### config.mk
export PLATFORM = sky130hd
export DESIGN_NAME = imem_loader_flat
export DESIGN_NICKNAME = d
export VERILOG_FILES = /design/src/rtl/imem_loader_pkg.sv /design/src/rtl/imem_loader_if.sv /design/src/rtl/imem_loader_byte_packer.sv /design/src/rtl/imem_loader.sv /design/src/flat_wrapper.sv
export SDC_FILE = /design/constraint.sdc
export NUM_CORES = 1
export LEC_CHECK = 0
export CORE_MARGIN = 2
export CORE_UTILIZATION = 57
export DETAILED_ROUTE_END_ITERATION = 6
export PLACE_DENSITY = 0.8
export SYNTH_ARGS = -nofsm -noshare
export SYNTH_HDL_FRONTEND = slang
export SYNTH_HIERARCHICAL = 1
export SYNTH_SLANG_ARGS = --single-unit
### constraint.sdc
create_clock -name i_clk -period 4.1 [get_ports i_clk]
set_input_delay 0.615 -clock i_clk [delete_from_list [all_inputs] [get_ports i_clk]]
set_output_delay 0.615 -clock i_clk [all_outputs]
set_load 0.01 [all_outputs]
### src/rtl/imem_loader_pkg.sv
// imem_loader_pkg: loader FSM states, byte lanes per word, default imem depth
package imem_loader_pkg;
  typedef enum logic [2:0] {IDLE, HDR, DATA, WRITE, DONE, ERR} state_e;
  localparam int LANES = 4;
  localparam int DEF_DEPTH = 8192;
endpackage

### src/rtl/imem_loader_if.sv
// imem_loader_if: host byte link (i_start, i_byte_valid/data, o_byte_ready) plus imem write port and status (o_wr_*, o_core_rst_n, o_busy, o_done, o_err)
interface imem_loader_if;
  logic        i_start;
  logic        i_byte_valid;
  logic [7:0]  i_byte_data;
  logic        o_byte_ready;
  logic        o_wr_en;
  logic [31:0] o_wr_addr;
  logic [31:0] o_wr_data;
  logic        o_core_rst_n;
  logic        o_busy;
  logic        o_done;
  logic        o_err;
  modport slave (input i_start, i_byte_valid, i_byte_data,
                 output o_byte_ready, o_wr_en, o_wr_addr, o_wr_data, o_core_rst_n, o_busy, o_done, o_err);
  modport master (output i_start, i_byte_valid, i_byte_data,
                  input o_byte_ready, o_wr_en, o_wr_addr, o_wr_data, o_core_rst_n, o_busy, o_done, o_err);
endinterface

### src/rtl/imem_loader_byte_packer.sv
// imem_loader_byte_packer: little-endian 4-byte assembler; clk_i/rst_ni, clr_i restarts lane count, en_i accepts byte_i, word_o is the word including byte_i, full_o pulses on the 4th byte
module imem_loader_byte_packer
  import imem_loader_pkg::*;
(
  input  logic        clk_i,
  input  logic        rst_ni,
  input  logic        clr_i,
  input  logic        en_i,
  input  logic [7:0]  byte_i,
  output logic [31:0] word_o,
  output logic        full_o
);
  logic [1:0]  lane_q, lane_d;
  logic [23:0] sh_q, sh_d;
  always_comb begin
    word_o = {byte_i, sh_q};
    full_o = en_i && lane_q == 2'(LANES - 1);
    sh_d   = en_i ? word_o[31:8] : sh_q;
    lane_d = clr_i ? 2'd0 : en_i ? lane_q + 2'd1 : lane_q;
  end
  always_ff @(posedge clk_i or negedge rst_ni)
    if (!rst_ni) begin
      lane_q <= '0;
      sh_q   <= '0;
    end else begin
      lane_q <= lane_d;
      sh_q   <= sh_d;
    end
endmodule

### src/rtl/imem_loader.sv
// imem_loader: boot loader taking a count-prefixed byte image over bus (slave) and writing sequential imem words; i_clk, async active-low i_rst_n
module imem_loader
  import imem_loader_pkg::*;
#(
  parameter int          DEPTH     = DEF_DEPTH,
  parameter logic [31:0] BASE_ADDR = 32'h0000_0000,
  parameter int          CNT_W     = 32
) (
  input  logic         i_clk,
  input  logic         i_rst_n,
  imem_loader_if.slave bus
);
  state_e             state_q, state_d;
  logic [CNT_W-1:0]   cnt_q, cnt_d, idx_q, idx_d;
  logic [31:0]        addr_q, addr_d, data_q, data_d, word;
  logic               ready_q, busy_q, wr_en_q, done_q, err_q, core_q;
  logic               fire, full, start_ok;
  assign fire     = bus.i_byte_valid && ready_q;
  assign start_ok = bus.i_start && (state_q == IDLE || state_q == DONE || state_q == ERR);
  imem_loader_byte_packer u_pack (
    .clk_i (i_clk),
    .rst_ni(i_rst_n),
    .clr_i (start_ok),
    .en_i  (fire),
    .byte_i(bus.i_byte_data),
    .word_o(word),
    .full_o(full)
  );
  always_comb begin
    state_d = state_q;
    cnt_d   = cnt_q;
    idx_d   = idx_q;
    addr_d  = addr_q;
    data_d  = data_q;
    case (state_q)
      IDLE, DONE, ERR: state_d = start_ok ? HDR : state_q;
      HDR: if (full) begin
        cnt_d   = CNT_W'(word);
        idx_d   = '0;
        state_d = word > 32'(DEPTH) ? ERR : word == '0 ? DONE : DATA;
      end
      DATA: if (full) begin
        data_d  = word;
        addr_d  = BASE_ADDR + (32'(idx_q) << 2);
        state_d = WRITE;
      end
      WRITE: begin
        idx_d   = idx_q + CNT_W'(1);
        state_d = idx_d == cnt_q ? DONE : DATA;
      end
      default: state_d = IDLE;
    endcase
  end
  always_ff @(posedge i_clk or negedge i_rst_n)
    if (!i_rst_n) begin
      state_q <= IDLE;
      cnt_q   <= '0;
      idx_q   <= '0;
      addr_q  <= '0;
      data_q  <= '0;
      ready_q <= 1'b0;
      busy_q  <= 1'b0;
      wr_en_q <= 1'b0;
      done_q  <= 1'b0;
      err_q   <= 1'b0;
      core_q  <= 1'b0;
    end else begin
      state_q <= state_d;
      cnt_q   <= cnt_d;
      idx_q   <= idx_d;
      addr_q  <= addr_d;
      data_q  <= data_d;
      ready_q <= state_d == HDR || state_d == DATA;
      busy_q  <= state_d == HDR || state_d == DATA || state_d == WRITE;
      wr_en_q <= state_d == WRITE;
      done_q  <= state_d == DONE;
      err_q   <= state_d == ERR;
      core_q  <= state_d == DONE;
    end
  assign bus.o_byte_ready = ready_q;
  assign bus.o_busy       = busy_q;
  assign bus.o_wr_en      = wr_en_q;
  assign bus.o_wr_addr    = addr_q;
  assign bus.o_wr_data    = data_q;
  assign bus.o_done       = done_q;
  assign bus.o_err        = err_q;
  assign bus.o_core_rst_n = core_q;
endmodule

### src/flat_wrapper.sv
// flat-port wrapper written by rule: the top's interface ports become plain ports
module imem_loader_flat import imem_loader_pkg::*;
#(
  parameter int          DEPTH     = DEF_DEPTH,
  parameter logic [31:0] BASE_ADDR = 32'h0000_0000,
  parameter int          CNT_W     = 32
)
  (i_clk, i_rst_n, bus_i_start, bus_i_byte_valid, bus_i_byte_data, bus_o_byte_ready, bus_o_wr_en, bus_o_wr_addr, bus_o_wr_data, bus_o_core_rst_n, bus_o_busy, bus_o_done, bus_o_err);
  imem_loader_if bus_i ();
  input  logic i_clk;
  input  logic i_rst_n;
  input wire logic [$bits(bus_i.i_start)-1:0] bus_i_start;
  input wire logic [$bits(bus_i.i_byte_valid)-1:0] bus_i_byte_valid;
  input wire logic [$bits(bus_i.i_byte_data)-1:0] bus_i_byte_data;
  output wire logic [$bits(bus_i.o_byte_ready)-1:0] bus_o_byte_ready;
  output wire logic [$bits(bus_i.o_wr_en)-1:0] bus_o_wr_en;
  output wire logic [$bits(bus_i.o_wr_addr)-1:0] bus_o_wr_addr;
  output wire logic [$bits(bus_i.o_wr_data)-1:0] bus_o_wr_data;
  output wire logic [$bits(bus_i.o_core_rst_n)-1:0] bus_o_core_rst_n;
  output wire logic [$bits(bus_i.o_busy)-1:0] bus_o_busy;
  output wire logic [$bits(bus_i.o_done)-1:0] bus_o_done;
  output wire logic [$bits(bus_i.o_err)-1:0] bus_o_err;
  assign bus_i.i_start = bus_i_start;
  assign bus_i.i_byte_valid = bus_i_byte_valid;
  assign bus_i.i_byte_data = bus_i_byte_data;
  assign bus_o_byte_ready = bus_i.o_byte_ready;
  assign bus_o_wr_en = bus_i.o_wr_en;
  assign bus_o_wr_addr = bus_i.o_wr_addr;
  assign bus_o_wr_data = bus_i.o_wr_data;
  assign bus_o_core_rst_n = bus_i.o_core_rst_n;
  assign bus_o_busy = bus_i.o_busy;
  assign bus_o_done = bus_i.o_done;
  assign bus_o_err = bus_i.o_err;
  imem_loader #(.DEPTH(DEPTH), .BASE_ADDR(BASE_ADDR), .CNT_W(CNT_W)) u_core (.i_clk(i_clk), .i_rst_n(i_rst_n), .bus(bus_i));
endmodule
## Word level (Yosys, flattened, before mapping)

Index checks and enable logic that the tools add are counted.

- Add/sub/neg operators: 2
- Magnitude comparators: 1
- Equal/unequal tests: 13
- Mux-type cells: 11
- Reduce and logical (&&, ||, !) cells: 15

Operator list:

| kind | number |
|---|---|
| $pmux W32 S2 | 1 |
| $add A32 B1 Y32 const B | 1 |
| $eq A32 B32 Y1 | 1 |
| $gt A32 B14 Y1 const B | 1 |
| $logic_not A32 Y1 | 1 |
| $mux W32 | 1 |
| $mux W3 | 6 |
| $eq A3 B2 Y1 const B | 4 |
| $eq A3 B3 Y1 const B | 4 |
| $pmux W3 S4 | 1 |
| $eq A3 B1 Y1 const B | 2 |
| $reduce_and A2 Y1 | 3 |
| $logic_or A1 B1 Y1 | 4 |
| $mux W2 | 2 |
| $reduce_bool A2 Y1 | 2 |
| $logic_and A1 B1 Y1 | 3 |
| $logic_not A3 Y1 | 1 |
| $reduce_or A3 Y1 | 1 |
| $add A2 B1 Y2 const B | 1 |
| $eq A2 B2 Y1 const B | 1 |
| $ne A2 B1 Y1 const B | 1 |

- Flip-flop bits (word level): 160
- Input port bits: 12

## Depth between registers and ports, before layout

- Depth in word-level cells: 9
- Gate-level depth with buffers: 12
- Depth with buffers taken out: 10

## Hierarchy

The synthesis kept the hierarchy.

By module, submodules not included:

| module | times used | cells an instance | area each (um^2) | sequential area each (um^2) |
|---|---|---|---|---|
| imem_loader | 1 | 607 | 6736.5 | 3353.2 |
| imem_loader_byte_packer | 1 | 67 | 1141.1 | 650.6 |

## Worst setup path before layout

No wires, ideal clock.

- Path kind: reg2reg
- From: reg u_core.idx_q[0]
- To: reg u_core.ready_q (netlist: u_core/bus.o_byte_ready)
- Setup time: 0.136 ns
- Arrival: 2.853 ns
- Required time: 3.964 ns
- Setup slack: 1.111 ns
- Stages on the path, launching flop included: 11
- Path through: dfrtp_1 ha_1 nand4_2 buf_6 or4_4 o31ai_2 o2111ai_1 or4_1 nor4b_2 o22ai_1 nor2b_1

- Cells in the longest elaborated chain, start to end: 6

Ends and longest elaborated chain:

| item | line | source |
|---|---|---|
| start, declared | imem_loader.sv:14 | `logic [CNT_W-1:0] cnt_q, cnt_d, idx_q, idx_d;` |
| start signal, assigned | imem_loader.sv:70 | `idx_q <= idx_d;` |
| $add A32 B1 Y32 * | imem_loader.sv:48 | `idx_d = idx_q + CNT_W'(1);` |
| $eq A32 B32 Y1 * | imem_loader.sv:49 | `state_d = idx_d == cnt_q ? DONE : DATA;` |
| $mux W3 * | imem_loader.sv:49 |  |
| $pmux W3 S4 * | imem_loader.sv:35 | `case (state_q)` |
| $eq A3 B1 Y1 / $eq A3 B2 Y1 (equally long branches) | imem_loader.sv:73 | `ready_q <= state_d == HDR \|\| state_d == DATA;` |
| $logic_or A1 B1 Y1 * | imem_loader.sv:73 |  |
| end signal, assigned | imem_loader.sv:61 | `ready_q <= 1'b0;` |
| end signal, assigned | imem_loader.sv:73 |  |
| end, declared | imem_loader.sv:16 | `logic ready_q, busy_q, wr_en_q, done_q, err_q, core_q;` |

Every way passes the cells marked *; elsewhere a longest branch is shown, timed or not.
A chain may end at the register's enable or synchronous reset.

## Final worst setup path

Ends and elaborated chain as after synthesis.

==> qor.yml <==
outcome: "completed"
cp_max_fo: 11
grt_first_pass_wirelength_um: 31000
ys.flop_type: "dfrtp_1"
cp_top_family: "simple AND/OR/NAND/NOR gates"
worst_slack_ns: 0.530
ant_nets: 0
hp-class: "in2async"
final_area_um2: 9270
crit_required_ns: 4.40
clockRootBuffer: "clkbuf_16"
slowest_stage: "or4_4"
ctsHoldBuffers: 0
drt_iter0_drc: 393
area_delta_synth_final_pct: 17.7
port_buffers: 79
cp-end-kind: "register"
maxSlewHeadroom: 0.408
tns_ns: 0
finalHoldViolCount: 0
cts_tree: "built"
initial_utilization: 0.590
power_w: 0.00623
grt_max_degree: 91
drt_wl_total_um: 19100
insertion_delay_ns: 0.42
postSynthCellCount: 674
grt_use_total: 0.276
ys_async_sr_fraction: 1.00
fillers: 968
seqCellArea_um2: 4000
dieArea_um2: 14800
dpl.hpwl_um: 13200
firstDrtPassIters: 5
h-tree-depth: 4
postCtsSetupBuffers: 0
yosysSeqAreaShare: 0.508
rsz0062_at_grt: "false"
cts-buffers-inserted: 17
fmax_ghz: 0.280
layout_common_cells: "dfrtp_1, mux2_2, clkdlybuf4s50_1"
post-place-ws_ns: 0.554
ctsResizeCount: 0
rows: 42
placed_area_um2: 8660
clock_tree.buffer_depth: 2
rrSetupSlack_ns: 0.53
critPathBufInv: 0
synth_seq_cells: 160
yosys.cell_types.count: 61
clkTransAtPathRegs_ns: 0.06
nets: 742
worstPathArrival_ns: 3.87
yosysWarnings: 6
place.gp.congestion: 0.947
die_height_um: 122
setup_violations: 0
final_max_slew_viol_count: 0
worstMarginPinSlew_ns: 0.886
hold_ws_ns: 0.242
cpPeakStageDelay_ns: 0.66
cts.sinks: 160
cp-start-kind: "register"
avgRoutedWirePerCell_um: 20.9
syn_area_per_cell_um2: 11.7
multiInputGateArea_um2: 3530
cp_cell_sequence: "ha_1 > nand4_2 > or4_4 > o31ai_2 > o2111ai_1 > or4_1 > nor4b_2 > o22ai_1 > nor2b_1"
min_period_over_period: 0.871
die_w_um: 122
ys_top_cells_by_area: "dfrtp_1, mux2_2, mux2_4"
antenna_found_initial: 0
total_leakage_power_nw: 4.01
critPathKind: "reg2reg"
io_pins: 82
fin_skew_ns: 0.0123
route.detailed.drc: 0
crit-reg2reg-launch: "u_core/idx_q[0]"
vias: 5675
n_antenna_cell: 0
layout_commonest_cell: "dfrtp_1"
power_per_cell_area_nw_per_um2: 672
max-vdd-ir-drop_mv: 0.460
vias_per_cell: 6.20
grt_pass1_vias: 5638
drive_above_1_share: 0.235
overflow: 0
synth_top_cell_area_share: 0.508
crit_start: "u_core/idx_q[0]"
syn_area_um2: 7880
maxCapViolations: 0
core_um2: 13300
synth_top_area_cell: "dfrtp_1"
layout_min_cycle_time_ns: 3.57
synth_edf_count: 0
-- registers in the layout (all words and copies together) (netlist names), 2 cells and up --
name	cells
u_core/bus.o_wr_data	32
u_core/state_q	3
u_core/u_pack/sh_q	24
u_core/cnt_q	32
u_core/bus.o_wr_addr	30
u_core/idx_q	32
u_core/u_pack/lane_q	2
-- area by class of cell --
cell class	instances	area share
clock buffers	20	0.0493
clock inverters	11	0.0163
inverters	11	0.00445
multi-input cells	449	0.381
flip-flops and latches	160	0.432
well taps	176	0.0238
repair buffers	89	0.0935
-- synth_stat cells, drive strengths merged, types with 2 or more instances --
| master | n |
|---|---|
| o2111ai | 2 |
| buf | 25 |
| nor2b | 5 |
| clkbuf | 30 |
| dfrtp | 160 |
| a21oi | 22 |
| o211ai | 3 |
| and4 | 4 |
| nand2b | 8 |
| xnor2 | 25 |
| nand3b | 2 |
| mux2 | 118 |
| nor2 | 34 |
| a31oi | 5 |
| nor4 | 17 |
| o21ai | 40 |
| ha | 2 |
| and3 | 7 |
| inv | 11 |
| nand4 | 20 |
| a211oi | 2 |
| xor2 | 15 |
| nand2 | 24 |
| o31ai | 18 |
| nor4b | 2 |
| o22ai | 2 |
| nor3 | 5 |
| a21o | 3 |
| or4 | 6 |
| and2 | 7 |
| nand3 | 19 |
| o41ai | 8 |
| or3 | 5 |
-- kinds of logic after synthesis --
| kind of cell | after synthesis | share of synthesized area |
|---|---|---|
| and+or+nand+nor | 169 | 0.123 |
| DFF | 160 | 0.508 |
| muxes | 119 | 0.178 |
| AOI/OAI and AO/OA | 116 | 0.0945 |
| buffers and inverters | 66 | 0.0453 |
| xor gates and xnor gates | 41 | 0.0473 |
| adders and majority gates | 2 | 0.00318 |
| other | 1 | 0.000476 |
-- stage by stage --
step	util	std cells
3_3_place_gp	0.649	885
3_5_place_dp	0.649	885
2_1_floorplan	-	675
5_1_grt	0.695	916
4_1_cts	0.695	916
6_report	0.695	916
-- final timing paths --
kind,endpoint,depth (start not counted)
worst min-delay path,u_core/bus.o_wr_addr[6],1
min in group i_clk,u_core/bus.o_wr_addr[10],1
worst max-delay path,u_core/bus.o_byte_ready,9
worst min register to register,u_core/bus.o_wr_addr[10],1
worst max register to register,u_core/bus.o_byte_ready,9
max in group asynchronous,u_core/u_pack/sh_q[7],2
-- metal layers --
metal,vias up,global-route usage,wire length (um)
li1,2569,-,-
met1,2877,0.398,8790
met2,198,0.419,8930
met3,31,0.0566,1060
met4,0,0.0970,364
met5,-,0,0
-- report_power, final --
| part | switching (W) | leakage [nW] | total (W) | internal, W |
|---|---|---|---|---|
| combinational | 0.000828 | 1.64 | 0.00201 | 0.00118 |
| sequential | 0.000515 | 2.07 | 0.00258 | 0.00207 |
| clock | 0.000648 | 0.298 | 0.00164 | 0.000994 |
| total | 0.00199 | 4.01 | 0.00623 | 0.00424 |
Power figures use the tool's default switching activity.
